--- src/rtl/instruction_fetch_queue.sv ---
// instruction_fetch_queue: sequential prefetch FIFO between word-addressed imem and IF/ID, redirected by taken branches.
// Optional FETCH_QUEUE_BYPASS_EN forwards the in-flight word straight to the outputs when the FIFO is empty.
module instruction_fetch_queue #(
  parameter int DEPTH = 4,
  parameter logic [31:0] RESET_PC = 32'h00000000
) (
  input  logic clock,
  input  logic reset,
  input  logic redirect,
  input  logic [31:0] redirectPC,
  input  logic hold,
  output logic imemReq,
  output logic [31:0] imemAddr,
  input  logic [31:0] imemData,
  output logic outValid,
  output logic [31:0] outInstruction,
  output logic [31:0] outPCPlus1,
  output logic [$clog2(DEPTH):0] count
);
  localparam int AW = $clog2(DEPTH);
  logic [31:0] fetchPC, pendingPC;
  logic pending;
  logic [AW-1:0] rdPtr, wrPtr;
  logic [AW:0] occ;
  logic [AW+1:0] credit;
  logic [31:0] instMem [DEPTH];
  logic [31:0] pcMem [DEPTH];
  logic fifoValid, bypass, fifoDeq, wrEn;
  assign fifoValid = occ != '0;
`ifdef FETCH_QUEUE_BYPASS_EN
  assign bypass = !fifoValid && pending && !redirect;
`else
  assign bypass = 1'b0;
`endif
  // in-flight requests hold credit so a response always has a free slot
  assign credit = {1'b0, occ} + (AW+2)'(pending);
  assign imemReq = reset && !redirect && credit < (AW+2)'(DEPTH);
  assign imemAddr = fetchPC;
  assign outValid = fifoValid || bypass;
  assign outInstruction = bypass ? imemData : fifoValid ? instMem[rdPtr] : '0;
  assign outPCPlus1 = bypass ? pendingPC + 32'd1 : fifoValid ? pcMem[rdPtr] : '0;
  assign count = occ;
  assign fifoDeq = fifoValid && !hold && !redirect;
  assign wrEn = pending && !redirect && !(bypass && !hold);
  always_ff @(posedge clock or negedge reset)
    if (!reset) begin
      fetchPC <= RESET_PC;
      pending <= 1'b0;
      pendingPC <= '0;
      rdPtr <= '0;
      wrPtr <= '0;
      occ <= '0;
    end else if (redirect) begin
      fetchPC <= redirectPC;
      pending <= 1'b0;
      rdPtr <= '0;
      wrPtr <= '0;
      occ <= '0;
    end else begin
      pending <= imemReq;
      if (imemReq) begin
        pendingPC <= fetchPC;
        fetchPC <= fetchPC + 32'd1;
      end
      if (wrEn) wrPtr <= wrPtr + 1'b1;
      if (fifoDeq) rdPtr <= rdPtr + 1'b1;
      occ <= occ + (AW+1)'(wrEn) - (AW+1)'(fifoDeq);
    end
  always_ff @(posedge clock)
    if (wrEn) begin
      instMem[wrPtr] <= imemData;
      pcMem[wrPtr] <= pendingPC + 32'd1;
    end
endmodule

--- config.mk ---
export PLATFORM = sky130hd
export DESIGN_NAME = instruction_fetch_queue
export DESIGN_NICKNAME = d
export VERILOG_FILES = /design/src/rtl/instruction_fetch_queue.sv
export SDC_FILE = /design/constraint.sdc
export NUM_CORES = 1
export LEC_CHECK = 0
export ABC_CLOCK_PERIOD_IN_PS = 3500
export CAP_MARGIN = 30
export CORE_MARGIN = 2
export CORE_UTILIZATION = 55
export CTS_BUF_LIST = sky130_fd_sc_hd__clkbuf_8
export CTS_CLUSTER_SIZE = 40
export DETAILED_ROUTE_END_ITERATION = 7
export PLACE_DENSITY_LB_ADDON = 0.3
export SYNTH_ARGS = -nofsm -noshare
export SYNTH_HDL_FRONTEND = slang
export SYNTH_SLANG_ARGS = --single-unit
export TNS_END_PERCENT = 1
--- constraint.sdc ---
create_clock -name clock -period 3.5 [get_ports clock]
set_input_delay 0.7 -clock clock [delete_from_list [all_inputs] [get_ports clock]]
set_output_delay 0.7 -clock clock [all_outputs]
set_load 0.02 [all_outputs]
==> results of run 1 <==
cells by family after synthesis:
logic type | after synthesis | share of synthesized area
flip-flops | 328 | 0.689
adder cells (fa/ha/maj) | 10 | 0.00963
AO/OA/AOI/OAI | 36 | 0.0163
XOR/XNOR | 60 | 0.0381
AND/OR/NAND/NOR | 233 | 0.0951
buffers and inverters | 52 | 0.0157
multiplexers | 103 | 0.136
synthesized netlist by cell type, types with 2 or more instances:
| cell | count | area [sq um] |
|---|---|---|
| nor2_1 | 15 | 56.3 |
| o31a_1 | 2 | 17.5 |
| nand2b_1 | 2 | 12.5 |
| edfxtp_1 | 256 | 7690 |
| nand4_1 | 18 | 113 |
| dfrtp_1 | 72 | 1800 |
| clkbuf_1 | 22 | 82.6 |
| nand2_1 | 45 | 169 |
| nand3_1 | 32 | 160 |
| mux2_2 | 36 | 405 |
| xnor2_1 | 33 | 289 |
| xor2_1 | 27 | 236 |
| nor4_1 | 8 | 50.1 |
| o21ai_0 | 25 | 125 |
| nor2b_1 | 7 | 43.8 |
| and2_1 | 71 | 444 |
| or3_1 | 2 | 12.5 |
| ha_1 | 9 | 113 |
| nand4b_1 | 3 | 26.3 |
| nor3_1 | 8 | 40.0 |
| buf_1 | 4 | 15.0 |
| inv_1 | 13 | 48.8 |
| and4_1 | 4 | 35.0 |
| mux4_2 | 64 | 1440 |
| mux2i_1 | 3 | 30.0 |
| buf_2 | 11 | 55.1 |
| and3_1 | 10 | 62.6 |
through the flow:
step	worst slack (ns)	area [sq um]	power (mW)	instances	utilization
finish	0.139	16900	11.8	1389	0.692
CTS	0.00231	16900	11.9	1389	0.692
global placement	0.621	15900	8.83	1297	0.652
global route	0.0148	16900	12.4	1389	0.692
floorplan	0.430	13800	7.33	822	-
detailed placement	0.612	15900	8.94	1297	0.652
cell usage in the layout, fill, tap and decap left out, drive strengths merged, types with 2 or more instances in the layout:
| cell | n |
|---|---|
| and2 | 71 |
| and3 | 10 |
| and4 | 4 |
| buf | 23 |
| clkbuf | 57 |
| clkdlybuf4s50 | 165 |
| clkinv | 11 |
| clkinvlp | 2 |
| dfrtp | 72 |
| edfxtp | 256 |
| ha | 9 |
| inv | 34 |
| mux2 | 36 |
| mux2i | 3 |
| mux4 | 64 |
| nand2 | 45 |
| nand2b | 2 |
| nand3 | 32 |
| nand4 | 18 |
| nand4b | 3 |
| nor2 | 15 |
| nor2b | 7 |
| nor3 | 8 |
| nor4 | 10 |
| o21ai | 25 |
| o31a | 2 |
| or3 | 3 |
| xnor2 | 33 |
| xor2 | 27 |
flip-flops by register name, indices dropped and copies added, names as in the netlist:
register / count
imemAddr: 32
pending: 1
pendingPC: 32
count: 3
wrPtr: 2
rdPtr: 2
pcMem: 128
instMem: 128
power by group:
group / switching (mW) / total, mW / leakage [nW] / internal (mW)
sequential: 0.366 / 5.08 / 3.18 / 4.71
combinational: 1.86 / 3.73 / 2.11 / 1.87
clock: 1.39 / 2.95 / 0.566 / 1.57
layout make-up:
| cell class | count | area, sq um |
|---|---|---|
| Fill cell | 1594 | 7530 |
| Tap cell | 324 | 405 |
| Clock inverter | 34 | 176 |
| Timing Repair Buffer | 190 | 1930 |
| Clock buffer | 57 | 785 |
| Inverter | 14 | 55.1 |
| Sequential cell | 328 | 9490 |
| Multi-Input combinational cell | 442 | 4080 |
timing repair:
item	4_1_cts	5_1_grt
hold buffers	1	0
gates resized for setup	0	5
hold endpoints to repair	2	0
setup endpoints to repair	0	64
how the worst min path moves through the flow:
stage | startpoint | end | depth (start not counted)
2_1_floorplan | reset | count[0] | 0
3_3_place_gp | pendingPC[31] | pendingPC[31] | 1
3_5_place_dp | pendingPC[31] | pendingPC[31] | 1
4_1_cts | redirect | wrPtr[0] | 2
5_1_grt | redirect | wrPtr[1] | 2
6_report | redirect | wrPtr[1] | 2
metal layers:
layer,track usage,up-vias
li1,-,3567
met1,0.308,3845
met2,0.336,271
met3,0.0462,37
met4,0.0636,2
met5,0,-
==> results.cfg, run 1 <==
[floorplan]
ios = 169
rows = 57
start_util = 0.563
coreArea_sq_mm = 0.0245
dieArea_sq_mm = 0.0263
die_h_um = 162
die_x_um = 162

[run]
max_cap_viol_count = 0

[power_and_ir_drop]
vdd_drop_max_mv = 0.381
powerDensity_mw_per_mm2 = 695
leakage_nw = 5.86

[timing]
finalMaxSlewViolations = 0
max_clock_freq_mhz = 298
hold-worst-slack_ns = 0.443
rsz0062_at_grt = false
relSlewSlack = 0.552
worstMarginPinSlew_ns = 0.671
timing.final.crit_share = 0.960
finalSetupViolations = 0
finalCriticalPeriod_ns = 3.36
setup_tns_ns = 0
skew_ns = 0.0170
finalHoldViolCount = 0

[route]
vias = 7722
drc_errors = 0
route.met2.wl_mm = 12.9
route.met3.wl_mm = 1.65
wl_per_cell_um = 19.6
top_layer = met5
wl_met1_mm = 12.1
ant_nets = 0
via_per_inst = 5.56
drtIter0Drc = 568
drt_wl_total_mm = 27.2
dr.pass1.iters = 5

[final_layout]
nets = 1104
drive_above_1_share = 0.194
syn_to_final_growth_pct = 22.9
antennaDiodeCount = 0

[logic_synthesis]
synth-main-ff-cell = edfxtp_1
syn_nets = 900
ys_seq_area_frac = 0.689
synth_edf_count = 256
postSynthRegisterBits = 328
netlist_area_sq_mm = 0.0138
syn_area_per_cell_sq_um = 16.8
yosys_warnings = 0
yosysUniqueCellTypes = 47
postSynth.asyncResetShare = 0.220
postSynthCellCount = 822

[clocking]
clk_latency_ns = 0.55
clock_sinks = 328
root_buffer = clkbuf_8
clk_path_buf_depth = 3
cts_setup_buffers = 0
tritoncts = yes
htree_levels = 2
clkSlewWorstSetupHoldPaths_ns = 0.06
cts_buffers = 50

[global_route]
grt_first_pass_wirelength_mm = 43.4
grt_max_degree = 66
grt_overflow = 0
antenna_found_initial = 1
grtUsageTotal = 0.214
grt_pass1_vias = 7985

[worst_setup_path]
worstSetupStartpointType = register
critPathSlowestCell = dfrtp_4
reg2reg_depth = 6
cp-startpoint = rdPtr[0]
regToRegStartpoint = count[2]
cp-end-kind = primary output
slowest_delay_ns = 0.58
arrival_ns = 2.66
crit_type = reg2out
cp-endpoint = outPCPlus1[25]
r2r_setup_slack_ns = 1.03
r2r_end = imemAddr[30]
cp_cell_sequence = buf_12 -> mux4_2 -> and2_1 -> clkdlybuf4s50_1
crit_cells = 4
crit_fanout = 20
crit_buf_inv = 2
crit_family = buffers and inverters
cp.required_ns = 2.80

[placement]
io_buffers = 168
place.gp.congestion = 0.788
place_hpwl_mm = 17.9

[hold_path]
hold_class = in2reg

[status]
status = complete, no violations
(Power assumes the default switching activity.)
==> run 2, diff against run 1 <==
--- a/config.mk
+++ b/config.mk
@@ -13,6 +13,7 @@
 export CTS_CLUSTER_SIZE = 40
 export DETAILED_ROUTE_END_ITERATION = 7
 export PLACE_DENSITY_LB_ADDON = 0.3
+export SLEW_MARGIN = 40
 export SYNTH_ARGS = -nofsm -noshare
 export SYNTH_HDL_FRONTEND = slang
 export SYNTH_SLANG_ARGS = --single-unit
==> results of run 2 <==
The final DEF is identical to that of run 1; final timing and power are the same.
